===== config.mk =====
export PLATFORM = sky130hd
export DESIGN_NAME = count_up_timer
export DESIGN_NICKNAME = d
export VERILOG_FILES = /design/src/rtl/count_up_timer.sv
export SDC_FILE = /design/constraint.sdc
export NUM_CORES = 1
export LEC_CHECK = 0
export BUFFER_PORTS_ARGS = -buffer_cell sky130_fd_sc_hd__buf_4
export CAP_MARGIN = 20
export CELL_PAD_IN_SITES_DETAIL_PLACEMENT = 1
export CELL_PAD_IN_SITES_GLOBAL_PLACEMENT = 1
export CORE_MARGIN = 2
export CORE_UTILIZATION = 47
export DETAILED_ROUTE_END_ITERATION = 8
export PLACE_DENSITY = 0.95
export SETUP_SLACK_MARGIN = 0.4
export SYNTH_ARGS = -nofsm -noshare
export SYNTH_HDL_FRONTEND = slang
export SYNTH_SLANG_ARGS = --single-unit

===== constraint.sdc =====
create_clock -name clk -period 4.13 [get_ports clk]
set_input_delay 0.413 -clock clk [delete_from_list [all_inputs] [get_ports clk]]
set_output_delay 0.413 -clock clk [all_outputs]
set_load 0.02 [all_outputs]

===== src/rtl/count_up_timer.sv =====
// Elapsed-time stopwatch counting mm:ss upward, with binary and BCD seconds outputs.
// Stops at a programmable limit or at MAX_MINUTE:59, whichever comes first.
module count_up_timer #(
   parameter int unsigned TICKS_PER_SEC = 50000000,
   parameter int unsigned MAX_MINUTE    = 9
) (
   input  logic       clk,
   input  logic       resetn,
   input  logic       start_i,
   input  logic       stop_i,
   input  logic       clear_i,
   input  logic [3:0] limit_min_i,
   input  logic [5:0] limit_sec_i,
   output logic [3:0] minute_o,
   output logic [5:0] second_o,
   output logic [2:0] sec_tens_o,
   output logic [3:0] sec_ones_o,
   output logic       running_o,
   output logic       done_o,
   output logic       sec_pulse_o
);

   localparam int unsigned PW = (TICKS_PER_SEC > 1) ? $clog2(TICKS_PER_SEC) : 1;
   localparam logic [PW-1:0] PrescMax = PW'(TICKS_PER_SEC - 1);
   localparam logic [3:0] MaxMin = 4'(MAX_MINUTE);

   typedef enum logic [1:0] {StIdle, StRunning, StPaused, StDone} state_e;

   state_e        state_q;
   logic [PW-1:0] presc_q;
   logic [3:0]    min_q, min_d;
   logic [5:0]    sec_q, sec_d;
   logic [2:0]    tens_q, tens_d;
   logic [3:0]    ones_q, ones_d;
   logic          running_q, done_q, pulse_q;
   logic          term, hit_limit, hit_sat;

   // Candidate post-increment time; only committed on a prescaler terminal count.
   always_comb begin
      term   = (presc_q == PrescMax) && (state_q == StRunning) && !stop_i && !clear_i;
      min_d  = min_q;
      sec_d  = sec_q + 6'd1;
      tens_d = tens_q;
      ones_d = ones_q + 4'd1;
      if (sec_q == 6'd59) begin
         sec_d  = 6'd0;
         min_d  = min_q + 4'd1;
         tens_d = 3'd0;
         ones_d = 4'd0;
      end else if (ones_q == 4'd9) begin
         ones_d = 4'd0;
         tens_d = tens_q + 3'd1;
      end
      hit_limit = ({limit_min_i, limit_sec_i} != 10'd0) &&
                  (min_d == limit_min_i) && (sec_d == limit_sec_i);
      hit_sat   = (min_d == MaxMin) && (sec_d == 6'd59);
   end

   always_ff @(posedge clk) begin
      if (!resetn) begin
         state_q   <= StIdle;
         presc_q   <= '0;
         min_q     <= 4'd0;
         sec_q     <= 6'd0;
         tens_q    <= 3'd0;
         ones_q    <= 4'd0;
         running_q <= 1'b0;
         done_q    <= 1'b0;
         pulse_q   <= 1'b0;
      end else begin
         pulse_q <= 1'b0;
         if (clear_i) begin
            state_q   <= StIdle;
            presc_q   <= '0;
            min_q     <= 4'd0;
            sec_q     <= 6'd0;
            tens_q    <= 3'd0;
            ones_q    <= 4'd0;
            running_q <= 1'b0;
            done_q    <= 1'b0;
         end else begin
            case (state_q)
               StIdle, StPaused: begin
                  if (start_i) begin
                     state_q   <= StRunning;
                     running_q <= 1'b1;
                  end
               end
               StRunning: begin
                  if (term) begin
                     presc_q <= '0;
                     min_q   <= min_d;
                     sec_q   <= sec_d;
                     tens_q  <= tens_d;
                     ones_q  <= ones_d;
                     pulse_q <= 1'b1;
                     if (hit_limit || hit_sat) begin
                        state_q   <= StDone;
                        running_q <= 1'b0;
                        done_q    <= 1'b1;
                     end
                  end else if (presc_q != PrescMax) begin
                     // Still counts on the stop edge; the fraction is kept for resume.
                     presc_q <= presc_q + PW'(1);
                  end
                  if (stop_i) begin
                     state_q   <= StPaused;
                     running_q <= 1'b0;
                  end
               end
               StDone: ;
               default: state_q <= StIdle;
            endcase
         end
      end
   end

   assign minute_o    = min_q;
   assign second_o    = sec_q;
   assign sec_tens_o  = tens_q;
   assign sec_ones_o  = ones_q;
   assign running_o   = running_q;
   assign done_o      = done_q;
   assign sec_pulse_o = pulse_q;

endmodule


==> results of run 1 <==
## area by class of cell
cell class / count / area (µm²) / area share
multi-input combinational: 271 / 1770 / 0.549
sequential: 48 / 961 / 0.299
timing repair buffer: 34 / 255 / 0.0793
tap: 75 / 93.8 / 0.0292
clock buffer: 6 / 72.6 / 0.0226
clock inverter: 2 / 35.0 / 0.0109
inverter: 9 / 33.8 / 0.0105
## path summary, 6_finish.rpt
check             slack (ns)       start          end
setup / recovery        1.39  presc_q[0]  second_o[2]
hold / removal          0.41     start_i   state_q[0]
setup reg to reg        1.39  presc_q[0]  second_o[2]
hold reg to reg         0.48      done_o       done_o
## metal layers
metal,GRT usage,share of wire,up-vias
met5,0,0,-
met4,0.0915,0.018,0
met3,0.0319,0.030,12
met2,0.471,0.54,47
met1,0.294,0.41,1330
li1,-,-,1296
## power breakdown
group          internal, W  total [W]  switching [W]
sequential        0.000464   0.000466     0.00000183
clock             0.000180   0.000340       0.000160
combinational    0.0000197  0.0000493      0.0000296
## synthesized netlist by cell type (3+ instances only)
master	count
sky130_fd_sc_hd__nor2_1	49
sky130_fd_sc_hd__dfxtp_1	48
sky130_fd_sc_hd__nand2_1	23
sky130_fd_sc_hd__xor2_1	21
sky130_fd_sc_hd__nand3_1	17
sky130_fd_sc_hd__o21ai_0	17
sky130_fd_sc_hd__xnor2_1	15
sky130_fd_sc_hd__a21oi_1	13
sky130_fd_sc_hd__nand4_1	13
sky130_fd_sc_hd__nor3_1	10
sky130_fd_sc_hd__inv_1	9
sky130_fd_sc_hd__ha_1	7
sky130_fd_sc_hd__nor4_1	6
sky130_fd_sc_hd__and3_1	5
sky130_fd_sc_hd__nor4b_1	5
sky130_fd_sc_hd__a31oi_1	4
sky130_fd_sc_hd__clkbuf_1	4
sky130_fd_sc_hd__nand2b_1	4
sky130_fd_sc_hd__and2_1	3
sky130_fd_sc_hd__and4_1	3
sky130_fd_sc_hd__buf_1	3
sky130_fd_sc_hd__buf_2	3
sky130_fd_sc_hd__o31ai_1	3
sky130_fd_sc_hd__or2_2	3
sky130_fd_sc_hd__or3_1	3
sky130_fd_sc_hd__or4b_4	3
## state kept, by name (all words and copies together), names as in the netlist
register	flops
state_q	2
minute_o	4
done_o	1
presc_q	26
running_o	1
sec_tens_o	3
sec_pulse_o	1
second_o	6
sec_ones_o	4
## metrics by stage
stage / setup slack [ns] / utilization / total power [W] / hold WS, ns / instances
after global placement: 1.46 / 0.531 / 0.000523 / 0.454 / 437
after detailed placement: 1.38 / 0.531 / 0.000525 / 0.473 / 437
after floorplan: 1.95 / - / 0.000501 / 0.449 / 340
after global routing: 1.15 / 0.550 / 0.000880 / 0.404 / 445
after CTS: 1.44 / 0.550 / 0.000856 / 0.406 / 445
final: 1.39 / 0.550 / 0.000854 / 0.409 / 445
## logic make-up after synthesis
logic type | count (synthesis) | share of synthesized area
AOI/OAI and AO/OA | 58 | 0.135
muxes | 3 | 0.0111
xor gates and xnor gates | 36 | 0.112
adders and majority gates | 7 | 0.0311
DFF | 48 | 0.341
and+or+nand+nor | 167 | 0.338
buffers and inverters | 21 | 0.0320
==> reports/summary.md, run 1 <==
The netlist area before placement was 2820 µm²; the final setup TNS was 0 ns. In this run the worst hold path is classified as in2reg. After legalization and detailed placement, the total HPWL measured 5910 µm. The number of hold buffers added after CTS was 0. The pre-antenna-repair detailed-routing pass consisted of 5 iterations. The tools report the all-layer global routing usage as 0.253. The cell type of the slowest stage on the worst timing path is sky130_fd_sc_hd__nor4_2. The tool flagged a number of max-cap violations equal to 0. The critical path's top delay family is simple AND/OR/NAND/NOR gates. The CTS H-tree depth is 2, and the number of gates resized after CTS is 0.

The run finished with clean final reports. After clock tree synthesis, the setup repair step added 0 buffers. Number of enable-type register cells in the synthesized netlist: 0.

The die height came out at 81.4 µm. STA classifies the critical path endpoint as a register. Count of synthesis-stage warnings from yosys: 0. Entering global routing, the biggest net connects 29 pins. Summed over all cells, the static leakage comes to 1.18 nW. Along the worst hold path, the cell count comes to 2. The tools report the net count after synthesis as 362.

The largest total area in the synthesized netlist belongs to sky130_fd_sc_hd__dfxtp_1. VDD sags by at most 0.259 mV. For the sequential element share of the synthesized area, the log shows 0.341. The area growth from synthesis to layout is 14.2%. Proportion of register bits with asynchronous set or reset after synthesis: 0. After the first detailed-routing iteration, the DRC count stood at 133.

The run gives 391 as the final net count. Buffers placed on the I/O ports in this run total 34. For this run, the slowest stage of the critical path takes 0.58 ns. The first global-routing pass estimated 13,100 µm of wire. The die covers 6630 µm². Setup violations remaining at the end of the flow were counted as 0.

In this run the remaining antenna-violating nets after routing total 0. The number of cells on the worst reg-to-reg path is 7. The area fraction of the dominant cell type after synthesis is 0.341, and the power per cell area is 266 nW/µm². The tools report the remaining max-slew budget at the tightest pin as 0.297. The number of top-level pins is 35.

The fraction of final layout cells with drive strength greater than 1 works out to 0.157. The finished cells cover 3220 µm². The initial antenna violation count came out at 0. Synthesis instantiated 59 different standard cells from the library. Leaving out fill and tap cells, the most frequent cell in the layout is sky130_fd_sc_hd__nor2_1.

After floorplanning, the core was sized to cover 5850 µm². After synthesis, the cell types taking the most area are sky130_fd_sc_hd__dfxtp_1, sky130_fd_sc_hd__nor2_1, sky130_fd_sc_hd__xor2_1. TritonCTS built the clock tree. The root buffer selected by CTS is sky130_fd_sc_hd__clkbuf_8.

After global routing the overflow that remains totals 0. The per-cell via count in the routed design works out to 6.03. The later pin in the worst-skew pair is clocked with a latency of 0.30 ns.

The library cells used most frequently in the layout, excluding fill and tap cells, are sky130_fd_sc_hd__nor2_1, sky130_fd_sc_hd__dfxtp_1, sky130_fd_sc_hd__buf_4, sky130_fd_sc_hd__nand2_1, sky130_fd_sc_hd__xor2_1. Clock-pin slew was measured on the worst setup and hold paths at 0.09 ns. The horizontal die dimension is 81.4 µm. The post-route minimum period was 2.74 ns.

For this run, design rule violations remaining after detail routing come to 0. Global placement routability congestion: 0.858. The critical path is of the reg2reg type. The transition time of the tightest slew-check pin works out to 1.05 ns. The required time at the endpoint of the critical path is 4.31 ns, and the highest net fanout along the worst path is 7. The sort of element at the start of the critical path was a register. Across all layers, the routed design uses 2,685 vias. The final-report hold violation count is 0, and the number of clock sinks is 48. Among all flip-flop cells after synthesis, the most frequent one is sky130_fd_sc_hd__dfxtp_1.

Synthesis produced a netlist whose cell count is 340. The final critical-path share of the clock period was 0.663; the placement row count was 28. The number of antenna diodes in the final layout is 0.

The tools report the top achievable clock speed as 365 MHz. For this block, the routed nets add up to 8020 µm of wire. The layout has 736 filler cells. The count of buffering cells on the critical path with inverters included is 0.

Setup repair after global routing left no endpoint under its margin. The signal on the critical path passes through ha_1, nand4_1, or3_1, nor4_2, nor2_1, o21ai_0, o31ai_1. Clock tree synthesis inserted a total of 5 buffers. Largest buffer count on any clock path: 2. The total number of cells along the worst setup path was 7; the total count of max-transition violations in the final report was 0. Number of synthesized register bits: 48. A synthesized cell averages 8.28 µm².

The starting density of the core is 0.481. The placed instance area is 3110 µm², and the wire length per cell is 18.0 µm. Via count of the first global-routing pass: 2,777. The arrival time of data at the critical path endpoint was 2.91 ns; the clock skew was 0.0113 ns.
Power figures use the tool's default switching activity.
==> run 2: changes to the inputs <==
- CORE_UTILIZATION: 47 -> 39
- PLACE_DENSITY: 0.95 -> 0.87
- clock period: 4.13 -> 2.5 ns (I/O delays scaled with it)
==> run 2 against run 1 <==
  * Sequential share of layout area down 3.3 points
  * Clock-buffer cell count unchanged
  * Sequential power increased by 63%
  * Sequential cell count stayed put
==> reports/summary.md, run 2 (same netlist as run 1, synthesis figures left out) <==
The count of input and output buffers works out to 34 (unchanged). The fraction of final layout cells with drive strength greater than 1 is 0.347 (+0.191). The run gives 0.637 (+0.340) as the remaining max-slew budget at the tightest pin. The run gives 0.217 mV (-16%) as the peak supply drop. In the layout the commonest cells are sky130_fd_sc_hd__buf_4, sky130_fd_sc_hd__nor2_1, sky130_fd_sc_hd__dfxtp_1, sky130_fd_sc_hd__nand2_1, sky130_fd_sc_hd__xor2_1. For the CTS H-tree depth, the log shows 2 (unchanged). The tools report the reg-to-reg critical path endpoint as presc_q[12]. The proportion of power drawn by combinational gates came out at 0.077 (+0.019). The tools report the required time at the endpoint of the critical path as 2.71 ns (-1.60 ns). The final setup TNS is 0 ns (unchanged). The logs give 0 (unchanged) for the number of setup violations in the final report and 0 (unchanged) for the number of diodes added for antenna fixing.

TritonCTS built the clock tree. Register bank with the most flops: presc_q. The total number of vias is 3,099 (+15%), and the worst reg-to-reg setup slack is 0.19 ns (-1.21 ns). The share of power burned in registers is 0.543 (-0.002), and the number of buffers created by CTS is 5 (unchanged). The run gives 0 (unchanged) as the number of routed nets with antenna violations.

The number of clock sinks came out at 48 (unchanged). The post-route minimum period is 2.31 ns (-0.425 ns), and the total wire length is 11,300 µm (+41%). The die height was 89.0 µm (+9.3%); the later-pin clock latency in the skew report was 0.31 ns (about the same). The tools report the filler cell count in the final layout as 832 (+13%). The tools report the area taken by flip-flops and latches as 1010 µm² (+5.1%).

The leakage power is 1.45 nW (+22%). The horizontal die dimension is 89.0 µm (+9.3%), and the initial antenna violation count is 0 (unchanged). The final net count is 427 (+9.2%).

Worst reg2reg path depth: 8 (+1). The clock transition time at the flip-flop clock pins of the worst setup and hold paths is 0.11 ns (+0.02 ns), and the count of cells along the worst hold path is 2 (unchanged). The root buffer selected by CTS is sky130_fd_sc_hd__clkbuf_8.

For the clock skew, the log shows 0.0185 ns (+0.00722 ns). The per-cell via count in the routed design was 6.17 (+2.3%). The run gives 0.230 ns (-0.179 ns) as the final hold slack. The classification of the worst-slack hold path is in2reg. The library cell used most frequently in the layout, excluding fill and tap cells, is sky130_fd_sc_hd__buf_4. The power per cell area is 368 nW/µm² (+39%), and the count of maximum capacitance violations is 0 (unchanged).

The run gives 26 (-10%) as the pin count of the biggest net entering global routing. The logs give 0.252 (-0.00107) for the all-layer global routing usage and 0 (unchanged) for the DRC violation count after routing. The largest buffer count on any clock path was 2 (unchanged); the transition time of the tightest slew-check pin was 0.544 ns (-0.506 ns). Total power: 0.00140 W (+64%). The kind of end point of the critical path was a register. The net switching share of the total power is 0.263 (+0.0398), and the iteration-0 DRC count of the detailed router is 214 (+61%). The wire length of the first global-routing pass came out at 15,400 µm (+18%). Startpoint of the lowest-slack register-to-register path: presc_q[1]. The hold buffer count at CTS was 0 (unchanged). For the half-perimeter wire length after detailed placement, the log shows 6120 µm (+3.5%). The flip-flop count of the largest register after layout came out at 26 (unchanged). Setup repair after global routing could not meet its margin everywhere. Finished layout cell area: 3800 µm² (+18%). The global placement routability congestion came out at 0.876 (+2.1%).

By startpoint and endpoint, the worst setup path is classified as reg2reg. The final critical-path share of the clock period is 0.926 (+0.262). The run gives 3250 µm² (+4.7%) as the placed instance area. The worst hold path terminates at state_q[0]. The final-report hold violation count is 0 (unchanged).

Number of search-and-repair iterations in the first detailed-routing pass: 5 (unchanged). Via count of the first global-routing pass: 3,019 (+8.7%). The wire length per cell was 22.5 µm (+25%).

The starting density of the core came out at 0.408 (-0.0736). The cell internal power dissipation is 0.00103 W (+55%). The run gives 1960 µm² (+11%) as the multi-input logic area.

The tools report the launch point of the worst hold path as start_i. The global route total overflow was 0 (unchanged); the clock network power share was 0.380 (-0.017). The highest net fanout along the worst path came out at 6 (-1). Area of the die: 7920 µm² (+19%).

The run gives 432 MHz (+18%) as the top achievable clock speed. STA classifies the critical path startpoint as a register. The arrival time of data at the critical path endpoint was 2.53 ns (-0.38 ns). The tools report the core outline area as 6910 µm² (+18%). The area growth from synthesis to layout is 34.8%. The flow ran to the end, and the final reports show no timing, DRC or antenna violations.

The switching power summed over all nets is 0.000368 W (+93%), and the total count of max-transition violations in the final report is 0 (unchanged). The tools report the placement row count as 30 (+7.1%). The number of top-level pins is 35 (unchanged).
-- run 2: cell types whose count changed in the layout (fill, tap and decap cells not counted), moves of 3 or more --
| cell | delta |
|---|---|
| sky130_fd_sc_hd__ha_1 | -3 |
| sky130_fd_sc_hd__nor3_2 | +3 |
| sky130_fd_sc_hd__o21ai_1 | +7 |
| sky130_fd_sc_hd__buf_6 | +6 |
| sky130_fd_sc_hd__dfxtp_4 | +10 |
| sky130_fd_sc_hd__buf_4 | +28 |
| sky130_fd_sc_hd__o21ai_0 | -10 |
| sky130_fd_sc_hd__dfxtp_1 | -19 |
| sky130_fd_sc_hd__dfxtp_2 | +9 |
| sky130_fd_sc_hd__nor3_1 | -3 |
| sky130_fd_sc_hd__o21ai_2 | +3 |
| sky130_fd_sc_hd__nand3_1 | -3 |
-- run 2: power by group through the flow --
stage | sequential, W | combinational [W] | clock [W]
6_report | 0.000760 | 0.000108 | 0.000531
3_3_place_gp | 0.000787 | 0.0000803 | 0
2_1_floorplan | 0.000787 | 0.0000411 | 0
3_5_place_dp | 0.000787 | 0.0000831 | 0
5_1_grt | 0.000760 | 0.000114 | 0.000562
4_1_cts | 0.000765 | 0.0000957 | 0.000512
-- run 2: worst max-delay path by stage --
| stage | from | endpoint | slack, ns | depth (start not counted) |
|---|---|---|---|---|
| 4_1_cts | presc_q[9] | sec_ones_o[2] | 0.32 | 6 |
| 3_3_place_gp | presc_q[0] | presc_q[12] | 0.29 | 7 |
| 6_report | presc_q[1] | presc_q[12] | 0.19 | 8 |
| 5_1_grt | presc_q[10] | presc_q[0] | 0.17 | 8 |
| 3_5_place_dp | presc_q[0] | presc_q[12] | 0.18 | 7 |
| 2_1_floorplan | presc_q[18] | presc_q[11] | 0.41 | 7 |
-- run 2: worst max-delay path: stages, from the launching register on --
cell and delay (ns):
sky130_fd_sc_hd__dfxtp_4 0.38, sky130_fd_sc_hd__ha_4 0.17, sky130_fd_sc_hd__nand4_1 0.19, sky130_fd_sc_hd__buf_4 0.15, sky130_fd_sc_hd__nor3_2 0.07, sky130_fd_sc_hd__a31o_4 0.30
sky130_fd_sc_hd__or4b_2 0.67, sky130_fd_sc_hd__xor2_1 0.20, sky130_fd_sc_hd__nor2_1 0.06
-- run 2: timing repair --
item,4_1_cts,5_1_grt
endpoints found under the setup margin,41,46
pin swaps,19,36
setup buffers,13,9
resized for setup,33,48
-- run 2: stage by stage --
stage	std cells	utilization	setup slack [ns]
floorplan	340	-	0.409
global placement	472	0.471	0.292
detailed placement	472	0.471	0.184
CTS	493	0.514	0.315
global route	502	0.550	0.166
finish	502	0.550	0.186
-- run 2: final cells by class --
| cell class | count | share of cell area |
|---|---|---|
| inverter | 9 | 0.00890 |
| multi-input combinational | 271 | 0.517 |
| tap | 96 | 0.0316 |
| timing repair buffer | 70 | 0.151 |
| clock inverter | 2 | 0.00362 |
| sequential | 48 | 0.266 |
| clock buffer | 6 | 0.0217 |
-- run 2: routing by layer --
layer | track usage | vias up | share of wire
li1 | - | 1371 | -
met1 | 0.324 | 1530 | 0.42
met2 | 0.436 | 168 | 0.50
met3 | 0.0406 | 30 | 0.059
met4 | 0.0733 | 0 | 0.022
met5 | 0 | - | 0
